<file path="config.mk">
export PLATFORM = sky130hd
export DESIGN_NAME = instr_sequencer_flat
export DESIGN_NICKNAME = d
export VERILOG_FILES = /design/src/rtl/jcpu_pkg.sv /design/src/rtl/instr_sequencer_if.sv /design/src/rtl/instr_sequencer_step_ring.sv /design/src/rtl/instr_sequencer.sv /design/src/flat_wrapper.sv
export SDC_FILE = /design/constraint.sdc
export NUM_CORES = 1
export LEC_CHECK = 0
export ABC_AREA = 1
export CAP_MARGIN = 10
export CELL_PAD_IN_SITES_DETAIL_PLACEMENT = 1
export CELL_PAD_IN_SITES_GLOBAL_PLACEMENT = 2
export CORE_MARGIN = 8
export CORE_UTILIZATION = 21
export CTS_BUF_LIST = sky130_fd_sc_hd__clkbuf_8
export CTS_CLUSTER_DIAMETER = 150
export DETAILED_ROUTE_END_ITERATION = 6
export GPL_ROUTABILITY_DRIVEN = 0
export PLACE_DENSITY_LB_ADDON = 0.3
export SLEW_MARGIN = 0
export SYNTH_ARGS = -nofsm -noshare
export SYNTH_HDL_FRONTEND = slang
export SYNTH_SLANG_ARGS = --single-unit
</file>
<file path="constraint.sdc">
create_clock -name clk -period 3.1 [get_ports clk]
set_input_delay 0.62 -clock clk [delete_from_list [all_inputs] [get_ports clk]]
set_output_delay 0.62 -clock clk [all_outputs]
set_load 0.01 [all_outputs]
</file>
<file path="src/rtl/jcpu_pkg.sv">
// ---------------------------------------------------------------------------
// jcpu_pkg
// Shared constants and types for the instruction sequencer: opcode and ALU
// operation encodings, register index width, sequencer phase encoding and
// the control-word bundle produced by the step decoder.
// ---------------------------------------------------------------------------
package jcpu_pkg;

   localparam int REG_IDX_W = 2;
   localparam int NUM_REGS  = 4;

   // Non-ALU opcodes, taken from ir[1:3] when ir[0] = 0.
   typedef enum logic [2:0] {
      OP_LD   = 3'b000,
      OP_ST   = 3'b001,
      OP_DATA = 3'b010,
      OP_JMPR = 3'b011,
      OP_JMP  = 3'b100,
      OP_JCAF = 3'b101,
      OP_CLF  = 3'b110,
      OP_IO   = 3'b111
   } opcode_e;

   // ALU operations, taken from ir[1:3] when ir[0] = 1.
   typedef enum logic [2:0] {
      ALU_ADD = 3'b000,
      ALU_SHR = 3'b001,
      ALU_SHL = 3'b010,
      ALU_NOT = 3'b011,
      ALU_AND = 3'b100,
      ALU_OR  = 3'b101,
      ALU_XOR = 3'b110,
      ALU_CMP = 3'b111
   } alu_op_e;

   typedef enum logic {
      PH_EN  = 1'b0,   // enable only
      PH_SET = 1'b1    // enable + set strobe
   } phase_e;

   // Raw decode of one step, before reset / phase qualification.
   typedef struct packed {
      logic            en_bus1;
      logic            en_iar;
      logic            en_ram;
      logic            en_acc;
      logic [0:NUM_REGS-1] en_reg;
      logic            set_iar;
      logic            set_mar;
      logic            set_acc;
      logic            set_ir;
      logic            set_tmp;
      logic            set_ram;
      logic            set_flags;
      logic [0:NUM_REGS-1] set_reg;
   } ctrl_t;

endpackage

</file>
<file path="src/rtl/instr_sequencer_if.sv">
// ---------------------------------------------------------------------------
// instr_sequencer_if
// Bundles the sequencer's inputs (step_en, halt, ir, flags) and all of its
// step/control outputs. Modport slave is the sequencer's view, master is the
// view of whatever drives it (datapath or testbench).
// ---------------------------------------------------------------------------
interface instr_sequencer_if;

   logic       step_en;
   logic       halt;
   logic [0:7] ir;
   logic [0:3] flags;

   logic [0:5] bos;
   logic       phase;
   logic       halted;

   logic       en_bus1;
   logic       en_iar;
   logic       en_ram;
   logic       en_acc;
   logic [0:3] en_reg;

   logic       set_iar;
   logic       set_mar;
   logic       set_acc;
   logic       set_ir;
   logic       set_tmp;
   logic       set_ram;
   logic       set_flags;
   logic [0:3] set_reg;
   logic [0:2] alu_op;

   modport slave (
      input  step_en, halt, ir, flags,
      output bos, phase, halted,
      output en_bus1, en_iar, en_ram, en_acc, en_reg,
      output set_iar, set_mar, set_acc, set_ir, set_tmp, set_ram, set_flags,
      output set_reg, alu_op
   );

   modport master (
      output step_en, halt, ir, flags,
      input  bos, phase, halted,
      input  en_bus1, en_iar, en_ram, en_acc, en_reg,
      input  set_iar, set_mar, set_acc, set_ir, set_tmp, set_ram, set_flags,
      input  set_reg, alu_op
   );

endinterface

</file>
<file path="src/rtl/instr_sequencer_step_ring.sv">
// ---------------------------------------------------------------------------
// step_ring
// Six-step one-hot ring with a two-cycle phase per step and a sticky halt.
// Ports:
//   clk, reset  - clock, synchronous active-high reset
//   i_step_en   - advance qualifier; state holds when 0
//   i_halt      - halt request, only honoured on the step-6 phase-1 advance
//   o_bos       - one-hot step (o_bos[0] = step 1), all zero when halted
//   o_phase     - 0 = enable phase, 1 = enable+set phase
//   o_halted    - sequencer stopped; only reset leaves this state
// ---------------------------------------------------------------------------
module step_ring
   import jcpu_pkg::*;
(
   input  logic       clk,
   input  logic       reset,
   input  logic       i_step_en,
   input  logic       i_halt,
   output logic [0:5] o_bos,
   output logic       o_phase,
   output logic       o_halted
);

   logic [0:5] r_bos;
   phase_e     r_phase;
   logic       r_halted;

   // NOTE: sequential state uses non-blocking assignments so every register
   // samples the pre-edge values of the others, regardless of statement order.
   always_ff @(posedge clk) begin
      if (reset) begin
         r_bos    <= 6'b100000;
         r_phase  <= PH_EN;
         r_halted <= 1'b0;
      end else if (i_step_en && !r_halted) begin
         if (r_phase == PH_EN) begin
            r_phase <= PH_SET;
         end else begin
            r_phase <= PH_EN;
            if (r_bos[5]) begin
               if (i_halt) begin
                  r_bos    <= '0;
                  r_halted <= 1'b1;
               end else begin
                  r_bos <= 6'b100000;
               end
            end else begin
               r_bos <= {1'b0, r_bos[0:4]};   // move one-hot toward step 6
            end
         end
      end
   end

   assign o_bos    = r_bos;
   assign o_phase  = r_phase;
   assign o_halted = r_halted;

endmodule

</file>
<file path="src/rtl/instr_sequencer.sv">
// ---------------------------------------------------------------------------
// instr_sequencer
// Control unit for a simple 8-bit CPU: the step ring supplies the current
// step and phase, and this module decodes (step, ir, flags) into bus enables,
// register set strobes and the ALU operation.
// Ports:
//   clk, reset - clock, synchronous active-high reset
//   bus        - instr_sequencer_if.slave: step_en/halt/ir/flags in;
//                bos/phase/halted, enables, set strobes and alu_op out
// Enables are live in both phases of a step; set strobes fire only in
// phase 1 of an advancing cycle. Everything is forced low during reset.
// ---------------------------------------------------------------------------
module instr_sequencer
   import jcpu_pkg::*;
(
   input  logic               clk,
   input  logic               reset,
   instr_sequencer_if.slave   bus
);

   logic [0:5]           w_bos;
   logic                 w_phase;
   logic                 w_halted;
   ctrl_t                w_ctrl;
   logic [REG_IDX_W-1:0] w_ra;
   logic [REG_IDX_W-1:0] w_rb;
   opcode_e              w_op;
   logic                 w_alu_cls;
   logic                 w_live;
   logic                 w_strobe;
   logic [0:2]           w_alu_op;

   step_ring u_step_ring (
      .clk       (clk),
      .reset     (reset),
      .i_step_en (bus.step_en),
      .i_halt    (bus.halt),
      .o_bos     (w_bos),
      .o_phase   (w_phase),
      .o_halted  (w_halted)
   );

   assign w_ra      = bus.ir[4:5];
   assign w_rb      = bus.ir[6:7];
   assign w_op      = opcode_e'(bus.ir[1:3]);
   assign w_alu_cls = bus.ir[0];

   // NOTE: every field gets a default before the decode so no path through
   // the if/case tree leaves a signal unassigned and infers a latch.
   always_comb begin
      w_ctrl = '0;
      if (w_bos[0]) begin
         w_ctrl.en_bus1 = 1'b1;
         w_ctrl.en_iar  = 1'b1;
         w_ctrl.set_mar = 1'b1;
         w_ctrl.set_acc = 1'b1;
      end else if (w_bos[1]) begin
         w_ctrl.en_ram = 1'b1;
         w_ctrl.set_ir = 1'b1;
      end else if (w_bos[2]) begin
         w_ctrl.en_acc  = 1'b1;
         w_ctrl.set_iar = 1'b1;
      end else if (w_alu_cls) begin
         if (w_bos[3]) begin
            w_ctrl.en_reg[w_rb] = 1'b1;
            w_ctrl.set_tmp      = 1'b1;
         end else if (w_bos[4]) begin
            w_ctrl.en_reg[w_ra] = 1'b1;
            w_ctrl.set_acc      = 1'b1;
            w_ctrl.set_flags    = 1'b1;
         end else if (w_bos[5] && (alu_op_e'(bus.ir[1:3]) != ALU_CMP)) begin
            // CMP only updates flags; the result is not written back.
            w_ctrl.en_acc        = 1'b1;
            w_ctrl.set_reg[w_rb] = 1'b1;
         end
      end else begin
         case (w_op)
            OP_LD: begin
               if (w_bos[3]) begin
                  w_ctrl.en_reg[w_ra] = 1'b1;
                  w_ctrl.set_mar      = 1'b1;
               end else if (w_bos[4]) begin
                  w_ctrl.en_ram        = 1'b1;
                  w_ctrl.set_reg[w_rb] = 1'b1;
               end
            end
            OP_ST: begin
               if (w_bos[3]) begin
                  w_ctrl.en_reg[w_ra] = 1'b1;
                  w_ctrl.set_mar      = 1'b1;
               end else if (w_bos[4]) begin
                  w_ctrl.en_reg[w_rb] = 1'b1;
                  w_ctrl.set_ram      = 1'b1;
               end
            end
            OP_DATA: begin
               if (w_bos[3]) begin
                  w_ctrl.en_bus1 = 1'b1;
                  w_ctrl.en_iar  = 1'b1;
                  w_ctrl.set_mar = 1'b1;
                  w_ctrl.set_acc = 1'b1;
               end else if (w_bos[4]) begin
                  w_ctrl.en_ram        = 1'b1;
                  w_ctrl.set_reg[w_rb] = 1'b1;
               end else if (w_bos[5]) begin
                  w_ctrl.en_acc  = 1'b1;
                  w_ctrl.set_iar = 1'b1;
               end
            end
            OP_JMPR: begin
               if (w_bos[3]) begin
                  w_ctrl.en_reg[w_rb] = 1'b1;
                  w_ctrl.set_iar      = 1'b1;
               end
            end
            OP_JMP: begin
               if (w_bos[3]) begin
                  w_ctrl.en_iar  = 1'b1;
                  w_ctrl.set_mar = 1'b1;
               end else if (w_bos[4]) begin
                  w_ctrl.en_ram  = 1'b1;
                  w_ctrl.set_iar = 1'b1;
               end
            end
            OP_JCAF: begin
               // s4/s5 step IAR past the target byte; s6 loads the target
               // only when a selected flag (ir[4:7] = C,A,E,Z mask) is set.
               if (w_bos[3]) begin
                  w_ctrl.en_bus1 = 1'b1;
                  w_ctrl.en_iar  = 1'b1;
                  w_ctrl.set_mar = 1'b1;
                  w_ctrl.set_acc = 1'b1;
               end else if (w_bos[4]) begin
                  w_ctrl.en_acc  = 1'b1;
                  w_ctrl.set_iar = 1'b1;
               end else if (w_bos[5] && |(bus.ir[4:7] & bus.flags)) begin
                  w_ctrl.en_ram  = 1'b1;
                  w_ctrl.set_iar = 1'b1;
               end
            end
            OP_CLF: begin
               if (w_bos[3]) begin
                  w_ctrl.en_bus1   = 1'b1;
                  w_ctrl.set_flags = 1'b1;
               end
            end
            OP_IO: ;
         endcase
      end
   end

   assign w_alu_op = (w_bos[4] && w_alu_cls) ? bus.ir[1:3] : 3'b000;

   // A reset cycle must never strobe, even if the ring is mid-instruction.
   assign w_live   = ~reset;
   assign w_strobe = w_phase & bus.step_en & ~reset;

   assign bus.bos       = w_bos;
   assign bus.phase     = w_phase;
   assign bus.halted    = w_halted;

   assign bus.en_bus1   = w_ctrl.en_bus1 & w_live;
   assign bus.en_iar    = w_ctrl.en_iar  & w_live;
   assign bus.en_ram    = w_ctrl.en_ram  & w_live;
   assign bus.en_acc    = w_ctrl.en_acc  & w_live;
   assign bus.en_reg    = w_ctrl.en_reg  & {NUM_REGS{w_live}};

   assign bus.set_iar   = w_ctrl.set_iar   & w_strobe;
   assign bus.set_mar   = w_ctrl.set_mar   & w_strobe;
   assign bus.set_acc   = w_ctrl.set_acc   & w_strobe;
   assign bus.set_ir    = w_ctrl.set_ir    & w_strobe;
   assign bus.set_tmp   = w_ctrl.set_tmp   & w_strobe;
   assign bus.set_ram   = w_ctrl.set_ram   & w_strobe;
   assign bus.set_flags = w_ctrl.set_flags & w_strobe;
   assign bus.set_reg   = w_ctrl.set_reg   & {NUM_REGS{w_strobe}};

   assign bus.alu_op    = w_live ? w_alu_op : 3'b000;

endmodule

</file>
<file path="src/flat_wrapper.sv">
// flat-port wrapper written by rule: the top's interface ports become plain ports
module instr_sequencer_flat import jcpu_pkg::*;
  (clk, reset, bus_step_en, bus_halt, bus_ir, bus_flags, bus_bos, bus_phase, bus_halted, bus_en_bus1, bus_en_iar, bus_en_ram, bus_en_acc, bus_en_reg, bus_set_iar, bus_set_mar, bus_set_acc, bus_set_ir, bus_set_tmp, bus_set_ram, bus_set_flags, bus_set_reg, bus_alu_op);
  instr_sequencer_if bus_i ();
  input  logic clk;
  input  logic reset;
  input wire logic [$bits(bus_i.step_en)-1:0] bus_step_en;
  input wire logic [$bits(bus_i.halt)-1:0] bus_halt;
  input wire logic [$bits(bus_i.ir)-1:0] bus_ir;
  input wire logic [$bits(bus_i.flags)-1:0] bus_flags;
  output wire logic [$bits(bus_i.bos)-1:0] bus_bos;
  output wire logic [$bits(bus_i.phase)-1:0] bus_phase;
  output wire logic [$bits(bus_i.halted)-1:0] bus_halted;
  output wire logic [$bits(bus_i.en_bus1)-1:0] bus_en_bus1;
  output wire logic [$bits(bus_i.en_iar)-1:0] bus_en_iar;
  output wire logic [$bits(bus_i.en_ram)-1:0] bus_en_ram;
  output wire logic [$bits(bus_i.en_acc)-1:0] bus_en_acc;
  output wire logic [$bits(bus_i.en_reg)-1:0] bus_en_reg;
  output wire logic [$bits(bus_i.set_iar)-1:0] bus_set_iar;
  output wire logic [$bits(bus_i.set_mar)-1:0] bus_set_mar;
  output wire logic [$bits(bus_i.set_acc)-1:0] bus_set_acc;
  output wire logic [$bits(bus_i.set_ir)-1:0] bus_set_ir;
  output wire logic [$bits(bus_i.set_tmp)-1:0] bus_set_tmp;
  output wire logic [$bits(bus_i.set_ram)-1:0] bus_set_ram;
  output wire logic [$bits(bus_i.set_flags)-1:0] bus_set_flags;
  output wire logic [$bits(bus_i.set_reg)-1:0] bus_set_reg;
  output wire logic [$bits(bus_i.alu_op)-1:0] bus_alu_op;
  assign bus_i.step_en = bus_step_en;
  assign bus_i.halt = bus_halt;
  assign bus_i.ir = bus_ir;
  assign bus_i.flags = bus_flags;
  assign bus_bos = bus_i.bos;
  assign bus_phase = bus_i.phase;
  assign bus_halted = bus_i.halted;
  assign bus_en_bus1 = bus_i.en_bus1;
  assign bus_en_iar = bus_i.en_iar;
  assign bus_en_ram = bus_i.en_ram;
  assign bus_en_acc = bus_i.en_acc;
  assign bus_en_reg = bus_i.en_reg;
  assign bus_set_iar = bus_i.set_iar;
  assign bus_set_mar = bus_i.set_mar;
  assign bus_set_acc = bus_i.set_acc;
  assign bus_set_ir = bus_i.set_ir;
  assign bus_set_tmp = bus_i.set_tmp;
  assign bus_set_ram = bus_i.set_ram;
  assign bus_set_flags = bus_i.set_flags;
  assign bus_set_reg = bus_i.set_reg;
  assign bus_alu_op = bus_i.alu_op;
  instr_sequencer u_core (.clk(clk), .reset(reset), .bus(bus_i));
endmodule
</file>
==> flow_summary_export.csv, run 1 <==
group,metric,value,unit
cts,clk_latency,230,ps
cts,cts_tree,"done",
timing,timing.slew.headroom,0.735,
yosys,synth_cells,174,
yosys,synth_nets,190,
hold_path,hp-start,"u_core.u_step_ring.o_halted",
drt,drt_iter0_markers,65,
drt,vias,1410,
global_routing,grt_pass1_wl,7240,microns
timing,period_minus_slack,3030,ps
timing,fin_crit_sh,0.978,
critical_path,cp.arrival,2410,ps
drt,wirelength,4470,microns
critical_path,regToRegEndpoint,"u_core.u_step_ring.o_bos[4]",
timing,max_freq,330,MHz
critical_path,cp_max_fo,5,
timing,timing.final.setup_violations,0,
placed_design,place_inst,285,
cts,clock_path_buffers,2,
global_routing,grt_usage,0.123,
global_routing,antenna_found_initial,0,
cells_and_area,final_nets,260,
power,vdd_drop_max,0.000239,V
yosys,yosysSeqAreaShare,0.168,
hold_path,min_to,"u_core.u_step_ring.o_halted",
timing,worst_pin_slew,395,ps
critical_path,r2r_cells,6,
timing,setup_slack,68.1,ps
global_routing,grt_max_degree,12,
timing,finalMaxSlewViolations,0,
hold_path,hold_depth,2,
drt,route.detailed.drc,0,
global_routing,grt_overflow,0,
critical_path,start_kind,"primary input",
outcome,status,"finished clean",
critical_path,critical_path_class,"primary input to primary output",
cts,cts_root_buffer,"clkbuf_8",
cts,cts.sinks,8,
floorplan,io_pins,46,
floorplan,initial_core_util,0.218,
critical_path,crit_top_cell,"clkdlybuf4s50_1",
cells_and_area,drive_gt1_frac,0.165,
placed_design,pre_cts_ws,-113,ps
cts,clkTransAtPathRegs,40,ps
placed_design,io_buffers,45,
floorplan,core-area,4380,sq um
hold_path,hold_class,"flip-flop to flip-flop",
drt,firstDrtPassIters,4,
critical_path,cp-end-kind,"primary output",
global_routing,grt_pass1_vias,1477,
cts,cts_buffers,3,
floorplan,die_h,83.5,microns
yosys,syn-cell-area,956,sq um
cells_and_area,n_antenna_cell,0,
floorplan,rows,24,
floorplan,dieArea,6970,sq um
timing,hold_ws,513,ps
yosys,avgSynthCellArea,5.49,sq um
drt,routedWlPerCell,15.2,microns
critical_path,required,2480,ps
flow_run,maxCapViolCount,0,
power,power.density,213,nW/um^2
yosys,ys_seq_elements,8,
cts,postCtsHoldBufs,0,
drt,avgViaCountPerCell,4.80,
critical_path,r2r_slack,1830,ps
critical_path,crit_chain,"clkdlybuf4s50_1, buf_4, nand4_1, o2111ai_2, nand3_1, inv_1, clkdlybuf4s50_1",
placed_design,hpwlAfterDp,3740,microns
timing,fin_skew,2.17,ps
yosys,synth_cell_types,29,
floorplan,die_width,83.5,microns
power,leakage,0.850,nW
critical_path,cpPeakStageDelay,530,ps
cts,htree_num_levels,1,
cells_and_area,syn_to_final_growth,77.1,%
drt,antenna_left,0,
critical_path,slowest_stage,"clkdlybuf4s50_1",
cells_and_area,fin_cells,294,
timing,hold_violations,0,
yosys,ys_warn_count,0,
power,power,0.360,mW
critical_path,rr_startpoint,"u_core.u_step_ring.o_phase",
how the worst max path moves through the flow:
stage | from | end | slack (ps) | cells past startpoint
floorplan | bus_ir[5] | bus_set_iar | 1010 | 8
global placement | bus_ir[5] | bus_set_iar | -60 | 10
detailed placement | bus_ir[5] | bus_en_acc | -110 | 7
CTS | bus_ir[4] | bus_en_bus1 | 0.02 | 9
global route | bus_ir[4] | bus_en_reg[3] | -10 | 9
finish | bus_ir[4] | bus_en_reg[1] | 70 | 7
layout make-up:
cell class	count	area, sq um
repair buffers	70	647
fillers	574	2690
inverters	28	105
flip-flops and latches	8	160
multi-input cells	133	674
well taps	52	65.1
clock buffers	3	41.3
state kept, by name, indices dropped and copies added, names as in the netlist:
signal,count
u_core.u_step_ring.o_bos,6
u_core.u_step_ring.o_halted,1
u_core.u_step_ring.o_phase,1
Yosys cell counts (all sizes together):
master   instances  area [sq um]
o22ai            4          25.0
a211oi           2          15.0
o221ai           2          17.5
nor3            13          80.1
clkbuf           2          7.51
o31ai            1          7.51
a31oi            2          12.5
nand4            3          18.8
o21ai           10          50.1
or2              2          12.5
o21bai           1          7.51
o2111ai          3          26.3
dfxtp            8           160
nor4             2          18.8
nor2            20          75.1
buf              3          23.8
nand3           13          65.1
nand2           44           165
a21boi           1          7.51
o211ai           1          7.51
inv             28           105
a21oi            8          40.0
o21a             1          7.51
logic make-up after synthesis:
kind of cell    Yosys count  share of synthesized area
simple gates             97                      0.456
compound gates           36                      0.234
buf+inv                  33                      0.143
flops                     8                      0.168
stage by stage:
step	cell area, sq um	util	setup TNS (ps)
3_3_place_gp	1580	0.361	-197
6_report	1690	0.386	0
5_1_grt	1690	0.386	-9.69
3_5_place_dp	1580	0.361	-610
4_1_cts	1630	0.372	0
2_1_floorplan	956	-	0
placed cells by master, fill, tap and decap left out, types with 2 or more instances in the layout:
master	count
nor3_2	3
nand3_1	13
inv_2	4
a31oi_1	2
nor3_1	10
clkbuf_8	3
o2111ai_2	2
inv_1	24
clkdlybuf4s50_1	31
o22ai_1	4
nand4_1	3
dlymetal6s2s_1	7
o21ai_1	2
dlygate4sd2_1	7
o221ai_1	2
nor2_1	19
o21ai_0	8
a21oi_1	8
a211oi_1	2
nand2_1	44
buf_4	25
dfxtp_1	8
power by group:
group          switching [mW]  internal (mW)  leakage, nW
logic                  0.0655         0.0591        0.763
registers             0.00525          0.108       0.0652
clock network          0.0391         0.0839       0.0216
total                   0.110          0.251        0.850
critical path, delay by kind of cell:
kind,cells,cell delay [ps]
compound gates,1,250
simple gates,2,310
buf+inv,4,1240
per-layer routing:
layer	global-route usage	vias up	wire (microns)
met3	0.0244	7	146
met4	0.0377	0	53
met1	0.145	656	2050
met2	0.215	25	2220
met5	0	-	0
li1	-	722	-
repair_timing:
item | CTS | global route
buffers inserted | 2 | 4
pin swaps | 2 | 1
endpoints found under the setup margin | 11 | 11
gates resized for setup | 8 | 13
No activity file was read; power rests on OpenSTA's default activity.
==> inputs of run 2 (changes only) <==
- CTS_CLUSTER_SIZE: not set -> 16
==> results of run 2 <==
The final DEF is identical to that of run 1; final timing and power are the same.
